<file path="src/rtl/sisc_fetch_unit.sv">
// SISC fetch stage: PC/IR registers, imem req/ack fetch, branch PC update.
// Define SISC_FETCH_TIMEOUT_EN to enable the imem_ack timeout and ERR state.
module sisc_fetch_unit #(
  parameter int ADDR_W = 16,
  parameter int INSTR_W = 32,
  parameter logic [ADDR_W-1:0] RESET_PC = '0
`ifdef SISC_FETCH_TIMEOUT_EN
  , parameter int TIMEOUT = 15
`endif
) (
  input  logic               clk,
  input  logic               rst,
  input  logic               pc_rst,
  input  logic               pc_write,
  input  logic               pc_sel,
  input  logic               br_sel,
  input  logic               ir_load,
  input  logic [15:0]        imm,
  output logic               imem_req,
  output logic [ADDR_W-1:0]  imem_addr,
  input  logic               imem_ack,
  input  logic [INSTR_W-1:0] imem_rdata,
  output logic [ADDR_W-1:0]  pc,
  output logic [INSTR_W-1:0] ir,
  output logic               ir_valid,
  output logic               fetch_busy,
  output logic               fetch_err
);

`ifdef SISC_FETCH_TIMEOUT_EN
  typedef enum logic [1:0] {
    S_IDLE,
    S_WAIT,
    S_ERR
  } state_t;

  localparam int CNT_W = $clog2(TIMEOUT + 1);
  logic [CNT_W-1:0] wait_cnt;
`else
  typedef enum logic [0:0] {
    S_IDLE,
    S_WAIT
  } state_t;
`endif

  state_t state;

  logic [ADDR_W-1:0] imm_abs;
  logic [ADDR_W-1:0] imm_rel;
  logic [ADDR_W-1:0] pc_next;

  assign imm_abs = ADDR_W'(imm);
  assign imm_rel = ADDR_W'($signed(imm));

  always_comb begin
    pc_next = pc + ADDR_W'(1);
    unique case (1'b1)
      !pc_sel:           pc_next = pc + ADDR_W'(1);
      pc_sel && br_sel:  pc_next = imm_abs;
      pc_sel && !br_sel: pc_next = pc + imm_rel;
    endcase
  end

  assign fetch_busy = (state != S_IDLE);

  always_ff @(posedge clk) begin
    if (rst) begin
      state     <= S_IDLE;
      pc        <= RESET_PC;
      ir        <= '0;
      ir_valid  <= 1'b0;
      imem_req  <= 1'b0;
      imem_addr <= '0;
`ifdef SISC_FETCH_TIMEOUT_EN
      wait_cnt  <= '0;
      fetch_err <= 1'b0;
`endif
    end else begin
      ir_valid <= 1'b0;
      if (pc_rst)
        pc <= RESET_PC;
      else if (pc_write)
        pc <= pc_next;
      case (state)
        S_IDLE: begin
          if (ir_load) begin
            imem_addr <= pc;
            imem_req  <= 1'b1;
            state     <= S_WAIT;
`ifdef SISC_FETCH_TIMEOUT_EN
            wait_cnt  <= '0;
`endif
          end
        end
        S_WAIT: begin
          if (imem_ack) begin
            ir       <= imem_rdata;
            ir_valid <= 1'b1;
            imem_req <= 1'b0;
            state    <= S_IDLE;
          end
`ifdef SISC_FETCH_TIMEOUT_EN
          // Last allowed wait cycle: substitute a NOOP
          else if (wait_cnt == CNT_W'(TIMEOUT - 1)) begin
            ir        <= '0;
            ir_valid  <= 1'b1;
            fetch_err <= 1'b1;
            imem_req  <= 1'b0;
            state     <= S_ERR;
          end else begin
            wait_cnt <= wait_cnt + CNT_W'(1);
          end
`endif
        end
`ifdef SISC_FETCH_TIMEOUT_EN
        S_ERR: state <= S_IDLE;
`endif
        default: state <= S_IDLE;
      endcase
    end
  end

`ifndef SISC_FETCH_TIMEOUT_EN
  assign fetch_err = 1'b0;
`endif

endmodule

</file>
<file path="config.mk">
export PLATFORM = sky130hd
export DESIGN_NAME = sisc_fetch_unit
export DESIGN_NICKNAME = d
export VERILOG_FILES = /design/src/rtl/sisc_fetch_unit.sv
export SDC_FILE = /design/constraint.sdc
export NUM_CORES = 1
export LEC_CHECK = 0
export CORE_AREA = 2 2 110 69
export DETAILED_ROUTE_END_ITERATION = 8
export DIE_AREA = 0 0 112 71
export GPL_ROUTABILITY_DRIVEN = 0
export PLACE_DENSITY = 0.86
export SLEW_MARGIN = 20
export SYNTH_ARGS = -nofsm -noshare
export SYNTH_HDL_FRONTEND = slang
export SYNTH_SLANG_ARGS = --single-unit
</file>
<file path="constraint.sdc">
create_clock -name clk -period 5.05 [get_ports clk]
set_clock_uncertainty 0.05 [all_clocks]
set_input_delay 1.01 -clock clk [delete_from_list [all_inputs] [get_ports clk]]
set_output_delay 1.01 -clock clk [all_outputs]
set_load 0.005 [all_outputs]
</file>
==> impl_metrics.json, run 1 <==
{
  "synth.ff_latch_count": 67,
  "cts_tree": "yes",
  "async_flop_share_pct": 0,
  "slew_headroom_pct": 41.11,
  "critical_path.cell_chain": "clkdlybuf4s50_1, nor2b_1, buf_4, nand2b_1, ha_1, fa_1, a21o_1, a221oi_2, a21oi_1, or3_1, nand3_1, a31oi_1",
  "netlist.area_leader.share_pct": 42.11,
  "grt_pass1_wl_um": 15520,
  "irDropWorstVdd_uv": 268.5,
  "synth_area_leader_cell": "dfxtp_1",
  "synth.net_count": 435,
  "worst-path-buf-inv": 2,
  "cts-hold-fix-buffers": 0,
  "clock_path_buffers": 2,
  "finalSetupViolCount": 0,
  "worst_ep_required_time_ps": 5200,
  "hold_violations": 0,
  "fmax_mhz": 253.3,
  "placed_cells": 555,
  "critPathCaptureType": "flop",
  "grt_start_max_net_pins": 37,
  "fin_crit_sh_pct": 78.19,
  "criticalPathCategory": "in2reg",
  "min_path_type": "reg2reg",
  "cts_setup_buffers": 0,
  "tightest_slew_ps": 880.7,
  "htreeDepth": 3,
  "drtIter0Drc": 314,
  "yosysWarningCount": 0,
  "yosys-top-cells-area": "dfxtp_1 42%, a22o_1 8.8%, nand2_1 6.7%",
  "synth_cells": 363,
  "grt_overflow": 0,
  "ys_types": 49,
  "min_period_ps": 3949,
  "avgSynthCellArea_um2": 8.776,
  "drive_gt1_share_pct": 6.250,
  "nets": 547,
  "cp.arrival_ps": 4090,
  "cts-resized-gates": 0,
  "ys.flop_type": "dfxtp_1",
  "synthMostInstantiatedCell": "dfxtp_1",
  "cts_root_buf": "clkbuf_16",
  "nFillCells": 572,
  "cts.sinks": 67,
  "area_growth_syn_to_layout_pct": 50.08,
  "port_buffers": 122,
  "instances_no_fill": 571,
  "antenna_cells": 0,
  "status": "complete, no violations",
  "synth_edf_count": 0,
  "slowest_delay_ps": 590,
  "power_density_mw_per_mm2": 298.5,
  "num_rows": 24,
  "vias": 3252,
  "crit_fanout": 15,
  "dp_hpwl_um": 7037,
  "first_global_vias": 3091,
  "ant_nets": 0,
  "cts_buffers": 9,
  "drt-total-wl_um": 9812,
  "slew_viol_final": 0,
  "dieWidth_um": 112,
  "track_usage_pct": 24.53,
  "drv_cap": 0,
  "antenna_found_initial": 0,
  "netlist_area_mm2": 0.003186,
  "path_delay_family": "compound AO/OA/AOI/OAI gates",
  "core-area_mm2": 0.007027,
  "crit_path_top_delay_cell": "clkdlybuf4s50_1",
  "synth_common_cells": "67 x dfxtp_1, 57 x nand2_1, 38 x a21oi_1",
  "wl_per_cell_um": 17.18,
  "drc": 0,
  "vias_per_cell": 5.695,
  "die_height_um": 71,
  "worstSkewPairLatency_ps": 330,
  "first_pass_iters": 6,
  "ys_seq_area_share_pct": 42.11,
  "rsz0062_at_grt": "no",
  "initial_core_util_pct": 45.33,
  "finalSetupTns_ps": 0,
  "dieArea_mm2": 0.007952,
  "leakagePower_nw": 1.865,
  "cp-start-kind": "primary input",
  "clk_pin_slew_ps": 60,
  "boundaryPins": 124
}
[routing by layer]
layer / routed length [um] / vias up / global-route usage (%)
met5: 0 / - / 0
met4: 97 / 0 / 5.149
met3: 949 / 16 / 10.03
met2: 4251 / 158 / 37.71
met1: 4513 / 1534 / 32.87
li1: - / 1544 / -
[through the flow]
step	setup slack [ps]	hold WS [ps]	util [%]	cell area [um^2]	power [mW]
floorplan	1792	402.7	-	3186	0.6572
global placement	957.5	394.4	63.39	4454	0.7579
detailed placement	880.6	400.3	63.46	4459	0.7644
CTS	1191	407.7	68.00	4778	1.433
global route	1000	427.4	68.04	4781	1.478
finish	1101	406.3	68.04	4781	1.427
[area by class of cell]
type	instances	area (um^2)	area share, %
inverters	2	7.507	0.1570
clock inverters	6	90.09	1.884
multi-input cells	270	1755	36.72
repair buffers	125	1244	26.01
clock buffers	10	229.0	4.789
well taps	91	113.9	2.382
flip-flops and latches	67	1341	28.06
[kinds of logic (layout without fill, tap and decap cells)]
| group | Yosys count | count (layout) | synth area share [%] |
|---|---|---|---|
| fa+ha+maj | 16 | 16 | 6.520 |
| xor+xnor | 8 | 8 | 2.200 |
| flops | 67 | 67 | 42.11 |
| buf+inv | 26 | 143 | 3.220 |
| other cells | 1 | 1 | 0.1177 |
| compound gates | 128 | 128 | 28.28 |
| mux | 1 | 1 | 0.3142 |
| simple gates | 116 | 116 | 17.24 |
[registers in the layout (all words and copies together) (netlist names)]
register,count
imem_addr,16
ir,32
imem_req,1
pc,16
ir_valid,1
fetch_busy,1
[layout by cell type, fill, tap and decap left out, drive strengths merged, types with 2 or more instances in the layout]
| master | Yosys | routed |
|---|---|---|
| nand4 | 2 | 2 |
| a21o | 7 | 7 |
| a31o | 2 | 2 |
| clkbuf | 22 | 10 |
| a21oi | 38 | 38 |
| xnor2 | 2 | 2 |
| dfxtp | 67 | 67 |
| buf | 2 | 3 |
| a311oi | 5 | 5 |
| a22o | 32 | 32 |
| inv | 2 | 2 |
| and3 | 2 | 2 |
| o21a | 7 | 7 |
| nand2b | 3 | 3 |
| and2 | 17 | 17 |
| nand3 | 7 | 7 |
| a31oi | 7 | 7 |
| o2111ai | 2 | 2 |
| o211ai | 2 | 2 |
| bufinv | 0 | 2 |
| or3 | 2 | 2 |
| ha | 15 | 15 |
| xor2 | 6 | 6 |
| nand2 | 57 | 57 |
| clkdlybuf4s50 | 0 | 122 |
| nor3 | 2 | 2 |
| nor2b | 4 | 4 |
| o22ai | 2 | 2 |
| nor2 | 14 | 14 |
| clkinv | 0 | 3 |
| o21ai | 16 | 16 |
| o31ai | 2 | 2 |
[power breakdown]
group	internal (mW)	leakage (nW)	switching [mW]
sequential	0.548	0.545	0.0154
clock	0.433	0.153	0.237
combinational	0.107	1.17	0.0865
[tightest hold or removal path, stage by stage (launching register included)]
cell and delay (ps):
dfxtp_1 310, nand2_1 50, a21oi_1 50
[path summary, 6_finish.rpt]
kind / start / endpoint / slack, ps / cells past startpoint
min reg2reg: imem_addr[8]$_SDFFE_PP0P_ / imem_addr[8]$_SDFFE_PP0P_ / 410 / 2
max: pc_sel / pc[10]$_SDFFE_PP0P_ / 1100 / 12
max reg2reg: pc[0]$_SDFFE_PP0P_ / pc[10]$_SDFFE_PP0P_ / 2510 / 8
min: imem_addr[8]$_SDFFE_PP0P_ / imem_addr[8]$_SDFFE_PP0P_ / 410 / 2
No activity file was read; power rests on OpenSTA's default activity.
==> run 2, diff against run 1 <==
--- a/config.mk
+++ b/config.mk
@@ -5,11 +5,11 @@
 export SDC_FILE = /design/constraint.sdc
 export NUM_CORES = 1
 export LEC_CHECK = 0
-export CORE_AREA = 2 2 110 69
+export CORE_AREA = 2 2 113 71
 export DETAILED_ROUTE_END_ITERATION = 8
-export DIE_AREA = 0 0 112 71
+export DIE_AREA = 0 0 115 73
 export GPL_ROUTABILITY_DRIVEN = 0
-export PLACE_DENSITY = 0.86
+export PLACE_DENSITY = 0.82
 export SLEW_MARGIN = 20
 export SYNTH_ARGS = -nofsm -noshare
 export SYNTH_HDL_FRONTEND = slang
==> constraint.sdc (replaced) <==
create_clock -name clk -period 3.8 [get_ports clk]
set_clock_uncertainty 0.05 [all_clocks]
set_input_delay 0.76 -clock clk [delete_from_list [all_inputs] [get_ports clk]]
set_output_delay 0.76 -clock clk [all_outputs]
set_load 0.005 [all_outputs]
==> impl_metrics.json, run 2 (synthesis gave the netlist of run 1 again) <==
{
  "status": "complete, no violations",
  "grt_util_met3_pct": 7.890,
  "worstSkewPairLatency_ps": 330,
  "finalSetupViolCount": 0,
  "min_period_ps": 3344,
  "finalHoldWorstSlack_ps": 404.5,
  "multi_input_area_mm2": 0.001748,
  "area_growth_syn_to_layout_pct": 52.28,
  "cts_root_buf": "clkbuf_16",
  "port_buffers": 122,
  "nets": 554,
  "grt_start_max_net_pins": 36,
  "drt-total-wl_um": 9838,
  "dieWidth_um": 115,
  "cp.arrival_ps": 3490,
  "irDropWorstVdd_uv": 349.5,
  "cp-start-kind": "primary input",
  "grt_pass1_wl_um": 15260,
  "critical_path.cell_chain": "clkdlybuf4s50_1, nor2b_1, nand2b_1, ha_1, fa_1, a21o_1, a221oi_2, a21oi_1, or3_1, nand3_1, a31oi_1",
  "drive_gt1_share_pct": 7.598,
  "rsz0062_at_grt": "no",
  "slew_headroom_pct": 44.06,
  "dieArea_mm2": 0.008395,
  "vias": 3237,
  "htreeDepth": 3,
  "ant_nets": 0,
  "boundaryPins": 124,
  "crit_fanout": 4,
  "wl_per_cell_um": 16.93,
  "vias_per_cell": 5.571,
  "worst_ep_required_time_ps": 3940,
  "cts_tree": "yes",
  "ff_latch_area_mm2": 0.001341,
  "power_mw": 1.915,
  "grt_util_met2_pct": 33.33,
  "drc": 0,
  "cts_setup_buffers": 0,
  "mostFrequentLayoutCells": "122 x clkdlybuf4s50_1, 67 x dfxtp_1, 57 x nand2_1, 37 x a21oi_1, 32 x a22o_1",
  "cts-resized-gates": 0,
  "largest-register": "ir",
  "clock_path_buffers": 2,
  "finalSetupTns_ps": 0,
  "fmax_mhz": 299.0,
  "slowest_delay_ps": 480,
  "track_usage_pct": 23.55,
  "power_density_mw_per_mm2": 394.8,
  "cts-hold-fix-buffers": 0,
  "dp_hpwl_um": 7331,
  "initial_core_util_pct": 42.43,
  "first_pass_iters": 5,
  "antenna_found_initial": 0,
  "drtIter0Drc": 239,
  "grt.busiest_layer": "met1",
  "criticalPathCategory": "in2reg",
  "die_height_um": 73,
  "fin_crit_sh_pct": 88.01,
  "fin_util_pct": 64.62,
  "slew_viol_final": 0,
  "top_regs": "ir (32), imem_addr (16), pc (16)",
  "largest_reg_flops": 32,
  "nFillCells": 650,
  "critPathCaptureType": "flop",
  "leakagePower_nw": 1.905,
  "mostFrequentLayoutCell": "clkdlybuf4s50_1",
  "first_global_vias": 3048,
  "use_met1_pct": 34.00,
  "instances_no_fill": 581,
  "min_path_type": "reg2reg",
  "crit_path_top_delay_cell": "clkdlybuf4s50_1",
  "tightest_slew_ps": 836.4,
  "num_rows": 25,
  "antenna_cells": 0,
  "cts.sinks": 67,
  "grt_overflow": 0,
  "hold_violations": 0,
  "drv_cap": 0,
  "cts_buffers": 9,
  "placed_cells": 565,
  "core-area_mm2": 0.007507,
  "clk_pin_slew_ps": 60
}
## run 2: changes by cell type in the layout (fill, tap and decap cells not counted)
cell	before	now
clkinv_4	2	1
clkbuf_8	0	1
nor2b_1	3	4
buf_12	0	1
nor2_4	1	0
clkinvlp_4	1	2
nor2b_2	1	0
nor2_2	0	1
buf_4	3	9
clkbuf_1	1	0
## run 2: worst max-delay path, delay by kind of cell
family | cells | cell delay [ps]
fa+ha+maj | 2 | 630
compound gates | 4 | 770
simple gates | 4 | 840
buf+inv | 1 | 480
## run 2: per-layer routing
| metal | share of wire (%) | up-vias |
|---|---|---|
| met4 | 1.1 | 0 |
| li1 | - | 1559 |
| met3 | 8.7 | 12 |
| met5 | 0 | - |
| met2 | 42 | 152 |
| met1 | 48 | 1514 |
## run 2: area by class of cell
class	instances	area share [%]
repair buffers	132	26.98
well taps	94	2.425
multi-input cells	270	36.03
clock inverters	6	1.831
inverters	2	0.1548
flip-flops and latches	67	27.65
clock buffers	10	4.926
## run 2: power breakdown
part	leakage, nW	total (mW)	switching (mW)	internal (mW)
Sequential	0.545	0.749	0.0197	0.729
Combinational	1.21	0.263	0.115	0.148
Clock	0.155	0.904	0.312	0.592
## run 2: worst paths after layout
path / depth (start not counted) / endpoint / from / slack, ps
worst max-delay path: 11 / pc[10]$_SDFFE_PP0P_ / br_sel / 460
worst min-delay path: 2 / imem_addr[10]$_SDFFE_PP0P_ / imem_addr[10]$_SDFFE_PP0P_ / 400
worst max register to register: 8 / pc[10]$_SDFFE_PP0P_ / pc[0]$_SDFFE_PP0P_ / 1370
worst min register to register: 2 / imem_addr[10]$_SDFFE_PP0P_ / imem_addr[10]$_SDFFE_PP0P_ / 400
## run 2: through the flow
step           cell area (um^2)  setup slack (ps)
6_report                   4851             455.8
5_1_grt                    4851             324.8
4_1_cts                    4851             496.6
3_5_place_dp               4523             154.4
3_3_place_gp               4523             243.1
2_1_floorplan              3186             792.1
==> run 3, diff against run 2 <==
--- a/config.mk
+++ b/config.mk
@@ -5,11 +5,11 @@
 export SDC_FILE = /design/constraint.sdc
 export NUM_CORES = 1
 export LEC_CHECK = 0
-export CORE_AREA = 2 2 113 71
+export CORE_AREA = 2 2 105 77
 export DETAILED_ROUTE_END_ITERATION = 8
-export DIE_AREA = 0 0 115 73
+export DIE_AREA = 0 0 107 79
 export GPL_ROUTABILITY_DRIVEN = 0
-export PLACE_DENSITY = 0.82
+export PLACE_DENSITY = 0.81
 export SLEW_MARGIN = 20
 export SYNTH_ARGS = -nofsm -noshare
 export SYNTH_HDL_FRONTEND = slang
==> impl_metrics.json, run 3 (synthesis gave the netlist of run 1 again) <==
{
  "hold_violations": 0,
  "dieWidth_um": 107,
  "fmax_mhz": 297.6,
  "instances_no_fill": 587,
  "core-area_mm2": 0.007533,
  "initial_core_util_pct": 42.29,
  "min_period_ps": 3360,
  "min_path_type": "reg2reg",
  "htreeDepth": 3,
  "drv_cap": 0,
  "mostFrequentLayoutCells": "122 x clkdlybuf4s50_1, 67 x dfxtp_1, 57 x nand2_1, 37 x a21oi_1, 32 x a22o_1",
  "nFillCells": 652,
  "p_sw_share_pct": 23.95,
  "post-place-ws_ps": 125.1,
  "power_switching_mw": 0.4119,
  "cts-resized-gates": 0,
  "first_global_vias": 3007,
  "fin_crit_sh_pct": 88.42,
  "ant_nets": 0,
  "dieArea_mm2": 0.008453,
  "multi_input_area_mm2": 0.001748,
  "clockPowerShare_pct": 41.5,
  "largest_reg_flops": 32,
  "drtIter0Drc": 167,
  "slowest_delay_ps": 490,
  "cts.sinks": 67,
  "crit_fanout": 4,
  "path_delay_family": "simple AND/OR/NAND/NOR gates",
  "leakagePower_nw": 1.861,
  "crit_path_top_delay_cell": "clkdlybuf4s50_1",
  "antenna_cells": 0,
  "fin_util_pct": 63.16,
  "criticalPathCategory": "in2reg",
  "placed_cells": 572,
  "ff_latch_area_mm2": 0.001341,
  "first_pass_iters": 4,
  "port_buffers": 122,
  "clock_path_buffers": 2,
  "cp-start-kind": "primary input",
  "nets": 554,
  "cp.arrival_ps": 3520,
  "cts_tree": "yes",
  "grt_start_max_net_pins": 35,
  "largest-register": "ir",
  "grt_overflow": 0,
  "top_regs": "ir (32), imem_addr (16), pc (16)",
  "worst-path-buf-inv": 1,
  "rsz0062_at_grt": "no",
  "critical_path.cell_chain": "clkdlybuf4s50_1, nor2b_1, nand2b_1, ha_1, fa_1, a21o_1, a221oi_2, a21oi_1, or3_1, nand3_1, a31oi_1",
  "clk_pin_slew_ps": 80,
  "cts_buffers": 9,
  "slew_headroom_pct": 51.83,
  "setup_ws_ps": 440.1,
  "comb_power_share_pct": 15.1,
  "vias": 3260,
  "irDropWorstVdd_uv": 270.8,
  "worst_ep_required_time_ps": 3960,
  "slew_viol_final": 0,
  "die_height_um": 79,
  "track_usage_pct": 22.69,
  "drc": 0,
  "boundaryPins": 124,
  "critPathCaptureType": "flop",
  "p_int_mw": 1.308,
  "power_mw": 1.720,
  "cts-hold-fix-buffers": 0,
  "power_density_mw_per_mm2": 361.4,
  "antenna_found_initial": 0,
  "wl_per_cell_um": 16.19,
  "num_rows": 27,
  "drt-total-wl_um": 9504,
  "mostFrequentLayoutCell": "clkdlybuf4s50_1",
  "vias_per_cell": 5.554,
  "finalSetupTns_ps": 0,
  "worstSkewPairLatency_ps": 330,
  "grt_pass1_wl_um": 15140,
  "drive_gt1_share_pct": 7.407,
  "cts_setup_buffers": 0,
  "area_growth_syn_to_layout_pct": 49.37,
  "finalSetupViolCount": 0,
  "tightest_slew_ps": 722.5,
  "cts_root_buf": "clkbuf_8",
  "status": "complete, no violations",
  "pwr-share-seq_pct": 43.5,
  "dp_hpwl_um": 7095
}
run 3: power groups by stage:
stage / registers [mW] / logic [mW] / clock network, mW
floorplan: 0.762 / 0.111 / 0
global placement: 0.762 / 0.252 / 0
detailed placement: 0.763 / 0.257 / 0
CTS: 0.747 / 0.259 / 0.735
global route: 0.751 / 0.282 / 0.766
finish: 0.748 / 0.259 / 0.713
run 3: layer usage:
metal	global-route usage, %	routed length [um]
met1	31.79	4347
met2	33.69	4216
met3	6.650	882
met4	6.883	57
met5	0	0
run 3: final timing paths:
| path | start | endpoint | slack [ps] | cells past startpoint |
|---|---|---|---|---|
| worst max register to register | pc[0]$_SDFFE_PP0P_ | pc[10]$_SDFFE_PP0P_ | 1380 | 8 |
| worst min-delay path | imem_addr[4]$_SDFFE_PP0P_ | imem_addr[4]$_SDFFE_PP0P_ | 410 | 2 |
| worst min register to register | imem_addr[4]$_SDFFE_PP0P_ | imem_addr[4]$_SDFFE_PP0P_ | 410 | 2 |
| worst max-delay path | pc_sel | pc[10]$_SDFFE_PP0P_ | 440 | 11 |
run 3: layout make-up:
class                      count  area share [%]
clock buffer                   9           2.603
clock inverter                 6           2.419
sequential                    67           28.19
tap                          101           2.656
inverter                       2          0.1578
multi-input combinational    270           36.73
timing repair buffer         132           27.24
run 3: worst reg2reg max path, delay by kind of cell (launching register included):
kind | cells | cell delay (ps)
adder cells (fa/ha/maj) | 2 | 660
flip-flops | 1 | 360
AO/OA/AOI/OAI | 4 | 790
AND/OR/NAND/NOR | 2 | 450
run 3: through the flow:
step	hold WS [ps]	area, um^2
after floorplan	402.7	3186
after global placement	393.4	4519
after detailed placement	399.7	4519
after CTS	410.5	4758
after global routing	430.5	4758
final	406.9	4758
